<file path="config.mk">
export PLATFORM = sky130hd
export DESIGN_NAME = vga_sync_capture
export DESIGN_NICKNAME = d
export VERILOG_FILES = /design/src/rtl/vga_sync_capture.sv
export SDC_FILE = /design/constraint.sdc
export NUM_CORES = 1
export LEC_CHECK = 0
export ABC_AREA = 1
export CAP_MARGIN = 20
export CORE_ASPECT_RATIO = 1.2
export CORE_MARGIN = 2
export CORE_UTILIZATION = 40
export DETAILED_ROUTE_END_ITERATION = 16
export PLACE_DENSITY_LB_ADDON = 0.1
export SLEW_MARGIN = 40
export SYNTH_ARGS = -nofsm -noshare
export SYNTH_HDL_FRONTEND = slang
export SYNTH_SLANG_ARGS = --single-unit
</file>
<file path="constraint.sdc">
create_clock -name clk -period 5.92 [get_ports clk]
set_input_delay 1.184 -clock clk [delete_from_list [all_inputs] [get_ports clk]]
set_output_delay 1.184 -clock clk [all_outputs]
set_load 0.02 [all_outputs]
</file>
<file path="src/rtl/vga_sync_capture.sv">
// Receive-side VGA timing capture: measures line/frame timing, locks on stable timing,
// regenerates pixel coordinates. Build macro SYNC_POL_DETECT_EN enables sync polarity detection.
module vga_sync_capture #(
  parameter int H_START     = 144,
  parameter int H_ACTIVE    = 640,
  parameter int V_START     = 35,
  parameter int V_ACTIVE    = 480,
  parameter int LOCK_FRAMES = 2
) (
  input  logic        clk,
  input  logic        rst,
  input  logic        h_sync,
  input  logic        v_sync,
  input  logic        R,
  input  logic        G,
  input  logic        B,
  output logic        locked,
  output logic [11:0] line_period,
  output logic [10:0] frame_lines,
  output logic        active,
  output logic [9:0]  pix_x,
  output logic [9:0]  pix_y,
  output logic [2:0]  pix_rgb,
  output logic        h_pol,
  output logic        v_pol
);
  localparam logic [11:0] H_LO      = 12'(H_START);
  localparam logic [11:0] H_HI      = 12'(H_START + H_ACTIVE);
  localparam logic [10:0] V_LO      = 11'(V_START);
  localparam logic [10:0] V_HI      = 11'(V_START + V_ACTIVE);
  localparam logic [3:0]  LOCK_N    = 4'(LOCK_FRAMES);
  // {h, v, r, g, b}; syncs idle high so a stream already in sync yields a real edge after reset
  localparam logic [4:0]  SYNC_IDLE = 5'b11000;

  typedef enum logic [1:0] {SEARCH, ACQUIRE, LOCKED} state_t;

  state_t      state_q, state_d;
  logic [4:0]  sync1_q, sync1_d, sync2_q, sync2_d, dly_q, dly_d;
  logic [11:0] h_cnt_q, h_cnt_d, line_period_q, line_period_d, ref_line_q, ref_line_d;
  logic [10:0] v_cnt_q, v_cnt_d, frame_lines_q, frame_lines_d, ref_frame_q, ref_frame_d;
  logic [10:0] v_inc;
  logic [3:0]  match_q, match_d, match_inc;
  logic        locked_q, locked_d, active_q, active_d;
  logic        h_pol_q, h_pol_d, v_pol_q, v_pol_d;
  logic [9:0]  pix_x_q, pix_x_d, pix_y_q, pix_y_d;
  logic [2:0]  pix_rgb_q, pix_rgb_d;
  logic        h_fall, v_fall, h_to, v_to, pol_chg, in_area;

  always_comb begin
    sync1_d = {h_sync, v_sync, R, G, B};
    sync2_d = sync1_q;
    dly_d   = sync2_q;
  end

`ifdef SYNC_POL_DETECT_EN
  logic [11:0] h_lo_q, h_lo_d, h_hi_q, h_hi_d;
  logic [19:0] v_lo_q, v_lo_d, v_hi_q, v_hi_d;
  logic        h_raw_fall, v_raw_fall;

  // Phase lengths are accumulated between raw falling edges; the shorter phase is the pulse.
  always_comb begin
    h_raw_fall = dly_q[4] & ~sync2_q[4];
    v_raw_fall = dly_q[3] & ~sync2_q[3];
    h_lo_d  = h_lo_q;
    h_hi_d  = h_hi_q;
    v_lo_d  = v_lo_q;
    v_hi_d  = v_hi_q;
    h_pol_d = h_pol_q;
    v_pol_d = v_pol_q;
    if (dly_q[4]) begin
      if (h_hi_q != '1) h_hi_d = h_hi_q + 12'd1;
    end else if (h_lo_q != '1) h_lo_d = h_lo_q + 12'd1;
    if (dly_q[3]) begin
      if (v_hi_q != '1) v_hi_d = v_hi_q + 20'd1;
    end else if (v_lo_q != '1) v_lo_d = v_lo_q + 20'd1;
    if (h_raw_fall) begin
      h_pol_d = (h_hi_q < h_lo_q);
      h_lo_d  = '0;
      h_hi_d  = '0;
    end
    if (v_raw_fall) begin
      v_pol_d = (v_hi_q < v_lo_q);
      v_lo_d  = '0;
      v_hi_d  = '0;
    end
  end

  always_ff @(posedge clk) begin
    if (rst) begin
      h_lo_q <= '0;
      h_hi_q <= '0;
      v_lo_q <= '0;
      v_hi_q <= '0;
    end else begin
      h_lo_q <= h_lo_d;
      h_hi_q <= h_hi_d;
      v_lo_q <= v_lo_d;
      v_hi_q <= v_hi_d;
    end
  end
`else
  always_comb begin
    h_pol_d = 1'b0;
    v_pol_d = 1'b0;
  end
`endif

  // Leading edge of the sync pulse: normalising by polarity makes it a falling edge.
  always_comb begin
    h_fall  = (dly_q[4] ^ h_pol_q) & ~(sync2_q[4] ^ h_pol_q);
    v_fall  = (dly_q[3] ^ v_pol_q) & ~(sync2_q[3] ^ v_pol_q);
    pol_chg = (h_pol_d != h_pol_q) | (v_pol_d != v_pol_q);
  end

  always_comb begin
    h_to          = (h_cnt_q == 12'hFFF);
    v_to          = (v_cnt_q == 11'h7FF);
    v_inc         = v_to ? v_cnt_q : v_cnt_q + 11'd1;
    h_cnt_d       = h_to ? h_cnt_q : h_cnt_q + 12'd1;
    v_cnt_d       = v_cnt_q;
    line_period_d = line_period_q;
    frame_lines_d = frame_lines_q;
    if (h_fall) begin
      line_period_d = h_to ? 12'hFFF : h_cnt_q + 12'd1;
      h_cnt_d       = '0;
      v_cnt_d       = v_inc;
    end
    if (v_fall) begin
      frame_lines_d = h_fall ? v_inc : v_cnt_q;
      v_cnt_d       = '0;
    end
  end

  always_comb begin
    state_d     = state_q;
    ref_line_d  = ref_line_q;
    ref_frame_d = ref_frame_q;
    match_d     = match_q;
    match_inc   = match_q + 4'd1;
    unique case (state_q)
      SEARCH: if (v_fall) begin
        ref_line_d  = line_period_d;
        ref_frame_d = frame_lines_d;
        match_d     = '0;
        state_d     = ACQUIRE;
      end
      ACQUIRE: if (v_fall) begin
        if (line_period_d == ref_line_q && frame_lines_d == ref_frame_q) begin
          match_d = match_inc;
          if (match_inc >= LOCK_N) state_d = LOCKED;
        end else begin
          ref_line_d  = line_period_d;
          ref_frame_d = frame_lines_d;
          match_d     = '0;
        end
      end
      LOCKED: begin
        if ((h_fall && line_period_d != ref_line_q) ||
            (v_fall && frame_lines_d != ref_frame_q) || pol_chg)
          state_d = SEARCH;
      end
      default: state_d = SEARCH;
    endcase
    if (h_to || v_to) state_d = SEARCH;
  end

  // Counters are aligned with the sample held in dly_q, so coordinates and colour match.
  always_comb begin
    locked_d  = (state_d == LOCKED);
    in_area   = (h_cnt_q >= H_LO) && (h_cnt_q < H_HI) && (v_cnt_q >= V_LO) && (v_cnt_q < V_HI);
    active_d  = locked_q && in_area;
    pix_x_d   = active_d ? 10'(h_cnt_q - H_LO) : '0;
    pix_y_d   = active_d ? 10'(v_cnt_q - V_LO) : '0;
    pix_rgb_d = active_d ? dly_q[2:0] : '0;
  end

  always_ff @(posedge clk) begin
    if (rst) begin
      sync1_q       <= SYNC_IDLE;
      sync2_q       <= SYNC_IDLE;
      dly_q         <= SYNC_IDLE;
      h_cnt_q       <= '0;
      v_cnt_q       <= '0;
      line_period_q <= '0;
      frame_lines_q <= '0;
      state_q       <= SEARCH;
      ref_line_q    <= '0;
      ref_frame_q   <= '0;
      match_q       <= '0;
      locked_q      <= 1'b0;
      active_q      <= 1'b0;
      pix_x_q       <= '0;
      pix_y_q       <= '0;
      pix_rgb_q     <= '0;
      h_pol_q       <= 1'b0;
      v_pol_q       <= 1'b0;
    end else begin
      sync1_q       <= sync1_d;
      sync2_q       <= sync2_d;
      dly_q         <= dly_d;
      h_cnt_q       <= h_cnt_d;
      v_cnt_q       <= v_cnt_d;
      line_period_q <= line_period_d;
      frame_lines_q <= frame_lines_d;
      state_q       <= state_d;
      ref_line_q    <= ref_line_d;
      ref_frame_q   <= ref_frame_d;
      match_q       <= match_d;
      locked_q      <= locked_d;
      active_q      <= active_d;
      pix_x_q       <= pix_x_d;
      pix_y_q       <= pix_y_d;
      pix_rgb_q     <= pix_rgb_d;
      h_pol_q       <= h_pol_d;
      v_pol_q       <= v_pol_d;
    end
  end

  assign locked      = locked_q;
  assign line_period = line_period_q;
  assign frame_lines = frame_lines_q;
  assign active      = active_q;
  assign pix_x       = pix_x_q;
  assign pix_y       = pix_y_q;
  assign pix_rgb     = pix_rgb_q;
  assign h_pol       = h_pol_q;
  assign v_pol       = v_pol_q;

endmodule

</file>
Word-level counts from Yosys, hierarchy flattened
Index checks and enable logic that the tools add are counted.
{"block": "word_totals", "ff_bits": 115, "out_inout_bits": 50, "word_cells": 83}
{"block": "op_classes", "n_addsub": 5, "magnitude_cmp": 5, "eq_ne": 12, "mux": 24, "bitwise": 5, "n_reduce_logical": 16}
{"op": "$mux W11", "count": 6}
{"op": "$mux W12", "count": 5}
{"op": "$pmux W12 S2", "count": 1}
{"op": "$pmux W11 S2", "count": 1}
{"op": "$add A12 B1 Y12 const B", "count": 1}
{"op": "$eq A12 B12 Y1", "count": 1}
{"op": "$eq A12 B12 Y1 const B", "count": 1}
{"op": "$ge A12 B8 Y1 const B", "count": 1}
{"op": "$lt A12 B10 Y1 const B", "count": 1}
{"op": "$mux W2", "count": 6}
{"op": "$mux W4", "count": 3}
{"op": "$ne A12 B12 Y1", "count": 1}
{"op": "$add A11 B1 Y11 const B", "count": 1}
{"op": "$eq A11 B11 Y1", "count": 1}
{"op": "$eq A11 B11 Y1 const B", "count": 1}
{"op": "$ge A11 B6 Y1 const B", "count": 1}
{"op": "$lt A11 B10 Y1 const B", "count": 1}
{"op": "$ne A11 B11 Y1", "count": 1}
{"op": "$sub A10 B6 Y10 const B", "count": 1}
{"op": "$sub A10 B8 Y10 const B", "count": 1}
{"op": "$pmux W4 S2", "count": 1}
{"op": "$logic_and A1 B1 Y1", "count": 7}
{"op": "$ne A2 B2 Y1 const B", "count": 3}
{"op": "$pmux W2 S3", "count": 1}
{"op": "12 further kinds", "count": 19}

Logic depth before layout (Yosys ltp)
{"block": "depth", "depth_word": 11, "mapped_depth": 21, "ltp_nobuf": 20}

Worst setup path before layout
Ideal clock, no wire load.
{"block": "synth_path", "path_type": "in2reg", "start": "input port rst", "end": "register pix_x_q[6], in the netlist pix_x[6]", "setup_ns": 0.070, "arrival_time_ns": 2.293, "path_slack_ns": 3.556, "cell_stages": 7, "cell_sequence": "clkbuf_1 > clkinv_1 > nand4_1 > nor4_1 > inv_1 > clkbuf_1 > a21oi_1"}
{"block": "synth_via", "elab_chain_len": 1}
{"element": "from (decl)", "line": "11", "source": "input logic rst,"}
{"element": "$reduce_or A2 Y1 (no source line)"}
{"element": "to (signal assigned)", "line": "211", "source": "pix_x_q <= pix_x_d;"}
{"element": "to (decl)", "line": "45", "source": "logic [9:0] pix_x_q, pix_x_d, pix_y_q, pix_y_d;"}
No other way between the ends.
A chain may end at the register's enable or synchronous reset.

Worst setup path in the final report
{"block": "layout_path", "start": "register sync2_q[4], in the netlist dly_d[4]", "end": "register ref_frame_q[0]"}
{"block": "layout_via", "elab_chain_len": 8, "elab_cells_between_ends": 14, "classes_between": "eq/ne (3); mux (7); bitwise (2); reduce/logical (2)"}
{"element": "from (decl)", "line": "38", "source": "logic [4:0] sync1_q, sync1_d, sync2_q, sync2_d, dly_q, dly_d;"}
{"element": "from (signal assigned)", "line": "199", "source": "sync2_q <= sync2_d;"}
{"element": "$not A1 Y1 *", "line": "110", "source": "h_fall = (dly_q[4] ^ h_pol_q) & ~(sync2_q[4] ^ h_pol_q);"}
{"element": "$and A1 B1 Y1 *", "line": "110"}
{"element": "$mux W11"}
{"element": "$mux W11", "line": "128", "source": "if (v_fall) begin"}
{"element": "$eq A11 B11 Y1", "line": "148", "source": "if (line_period_d == ref_line_q && frame_lines_d == ref_frame_q) begin"}
{"element": "$logic_and A1 B1 Y1", "line": "148"}
{"element": "$ne A2 B2 Y1 (no source line)"}
{"element": "$reduce_and A4 Y1 (no source line)"}
{"element": "to (signal assigned)", "line": "207", "source": "ref_frame_q <= ref_frame_d;"}
{"element": "to (decl)", "line": "40", "source": "logic [10:0] v_cnt_q, v_cnt_d, frame_lines_q, frame_lines_d, ref_frame_q, ref_frame_d;"}
Every way passes the cells marked *; elsewhere a longest branch is shown, timed or not. The select of a mux whose other input is x is not followed.

==> summary.txt <==
Run status
  – Status: finished, final reports clean

Placement
  – DP HPWL: 9.42 mm
  – PortBufs: 54
  – Post-Place Setup Slack: 2.55 ns
  – Dpl cell area: 6130 sq um
  – Placed cells: 999
  – Final Wtd Congestion: 0.843

Routing
  – Antenna Nets Post-Route: 0
  – 1st-pass router iterations: 5
  – Residual DRC count: 0
  – Total Wirelength: 13.2 mm
  – Starting DRT DRC Count: 298
  – DR vias/cell: 4.84
  – Vias: 4983
  – Wire per inst: 12.8 um

Synth
  – Cells after Synth: 802
  – Post-synth EDFFs: 0
  – Synth Area in Compound Gates: 6.93%
  – Largest family of logic cells by synthesized area: simple AND/OR/NAND/NOR gates
  – Synth unique cells: 37
  – Prevailing post-synth register cell: dfxtp_1
  – Simple-gate portion of the synthesized area: 38.8%
  – Average size of a mapped cell: 6.91 sq um
  – Seq/Total Area, Yosys: 41.5%
  – Area share of fa/ha/maj cells after synthesis: 1.81%
  – Synth Area in XOR/XNOR: 1.42%
  – FFs w/ async S/R, synth: 0%
  – Synth Warn #: 0
  – Flops & latches, synth: 115
  – Cell Area, Synth: 5540 sq um
  – Mux contribution to synthesized area: 0%

Cells and area
  – Most frequent cells in the layout: nand2_1 (211), dfxtp_1 (115), nor2_1 (114)
  – Nets: 862
  – Final Non-Filler Cells: 1030
  – Diodes inserted: 0
  – Most common cell after layout, fill and taps aside: nand2_1
  – Layout area overhead: 21.7%
  – Finished Cell Area: 6750 sq um
  – Share of layout cells above drive strength 1: 10.0%
  – Layout Utilization: 49.4%

Min path
  – HP Class: reg2reg
  – Hold depth: 2

Die
  – IO Pins: 57
  – Die height: 133 um
  – FP Rows: 47
  – Initial core utilization: 40.6%
  – DIE AREA: 14800 sq um
  – Die width: 111 um
  – Core area: 13600 sq um

Global routing
  – Total gr overflow: 0
  – Gr usage total: 18.4%
  – Initial antenna violation count: 0
  – First-pass GRT wire length: 22.1 mm
  – Vias in the first global route: 4651
  – Largest net degree at the start of global routing: 44

Clock tree
  – CTS tree: done
  – Clock Tree Root: clkbuf_16
  – CTS HTree Levels: 4
  – Post_cts resized: 0
  – Post-CTS setup buffers: 0
  – Skew-Pair Late Insertion Delay: 0.41 ns
  – Hold buffers post-CTS: 0
  – CTS buffer count: 17
  – Clock Sink Count: 115
  – Maximum root-to-sink buffer count: 2
  – Clock slew at reported path FFs: 0.06 ns

STA
  – Final hold vios: 0
  – Worst slew margin: 52.3%
  – Setup TNS Final: 0 ns
  – Worst Tran Pin Value: 0.712 ns
  – # setup viols final: 0
  – Final hold slack: 0.397 ns
  – Maximum clock frequency: 300 MHz
  – Final worst setup slack: 2.58 ns
  – Final min period: 3.34 ns
  – RSZ-0062 raised after global routing: false
  – Skew final: 0.00959 ns
  – Fin crit share: 56.3%
  – Slew Viols, Final: 0

Worst setup path
  – CP max FO: 41
  – Crit path DAT: 3.68 ns
  – Critical setup path kind: reg2reg
  – Startpoint Class: flop
  – Critical path data required time: 6.26 ns
  – R2R depth: 19
  – CP endpoint kind: flop

Power and ir drop
  – Max IR drop VDD: 0.000152 V
  – Static Leak: 3.03 nW
  – Total power: 2.06 mW
  – PwrDens: 305 nW/um^2

Flow run
  – Max Cap Viol: 0
cell type report:
class	count	area (sq um)
multi-input cells	567	2720
well taps	171	214
inverters	89	334
clock inverters	13	185
clock buffers	18	429
repair buffers	57	563
flip-flops and latches	115	2300
fillers	1410	6900
synth_stat cells, types with 2 or more instances:
cell | instances | area (sq um)
nor4_1 | 2 | 12.5
clkinv_1 | 2 | 7.51
inv_1 | 82 | 308
a21oi_1 | 39 | 195
buf_4 | 5 | 37.5
nand2_2 | 6 | 37.5
or2_2 | 26 | 163
nand4_1 | 13 | 81.3
xnor2_1 | 2 | 17.5
a21boi_1 | 12 | 90.1
nand3_2 | 3 | 30.0
o21ai_0 | 8 | 40.0
nand2_1 | 211 | 792
buf_6 | 6 | 67.6
a31oi_1 | 3 | 18.8
nand3_4 | 2 | 35.0
buf_2 | 5 | 25.0
dfxtp_1 | 115 | 2300
ha_1 | 8 | 100
nor2_4 | 3 | 33.8
nor2_2 | 7 | 43.8
nor2_1 | 114 | 428
nand3b_1 | 5 | 37.5
clkbuf_1 | 14 | 52.6
xor2_1 | 7 | 61.3
nand3_1 | 86 | 430
buf_1 | 2 | 7.51
inv_2 | 5 | 18.8
cell families after synthesis:
family | after synthesis
flops | 115
xor+xnor | 9
simple gates | 481
other cells | 1
buf+inv | 121
compound gates | 67
fa+ha+maj | 8
state kept, by name, summed over array words and instances (netlist names), 10 cells and up:
signal and cells:
line_period 12, h_cnt_q 12, ref_line_q 12, frame_lines 11, pix_x 10, pix_y 10
v_cnt_q 11, ref_frame_q 11
power breakdown:
group | total [mW] | leakage (nW) | switching [mW] | internal, mW
logic | 0.172 | 1.80 | 0.106 | 0.0661
registers | 0.814 | 0.936 | 0.0147 | 0.800
clock network | 1.07 | 0.296 | 0.369 | 0.702
metal layers:
metal  global-route usage (%)  vias to the layer above  routed length (um)
li1                         -                     2614                   -
met1                     24.2                     2256                6260
met2                     30.1                       95                6150
met3                     3.57                       18                 613
met4                     6.38                        0                 206
met5                        0                        -                   0
critical path, stage by stage, from the launching register on:
cell,delay [ns]
dfxtp_1,0.30
inv_1,0.06
nand2_1,0.34
inv_2,0.57
nand3_1,0.24
nor2_2,0.17
nand2_2,0.09
nand2_1,0.09
inv_2,0.04
nand2_1,0.08
nand2_1,0.11
nand2_1,0.07
nand3_1,0.08
nor2_2,0.15
nand3_4,0.10
nand2_4,0.34
nand2_2,0.16
nand2_1,0.10
nand2_1,0.05
nor2_1,0.09
worst paths after layout:
| check | start | end | slack, ns |
|---|---|---|---|
| worst max-delay path | dly_d[4]$_SDFF_PP1_ | ref_frame_q[0]$_SDFFE_PP0P_ | 2.58 |
| worst min-delay path | dly_d[2]$_SDFF_PP0_ | dly_q[2]$_SDFF_PP0_ | 0.40 |
| worst max register to register | dly_d[4]$_SDFF_PP1_ | ref_frame_q[0]$_SDFFE_PP0P_ | 2.58 |
| worst min register to register | dly_d[2]$_SDFF_PP0_ | dly_q[2]$_SDFF_PP0_ | 0.40 |
Note: power is estimated with default switching activity, not from simulation.
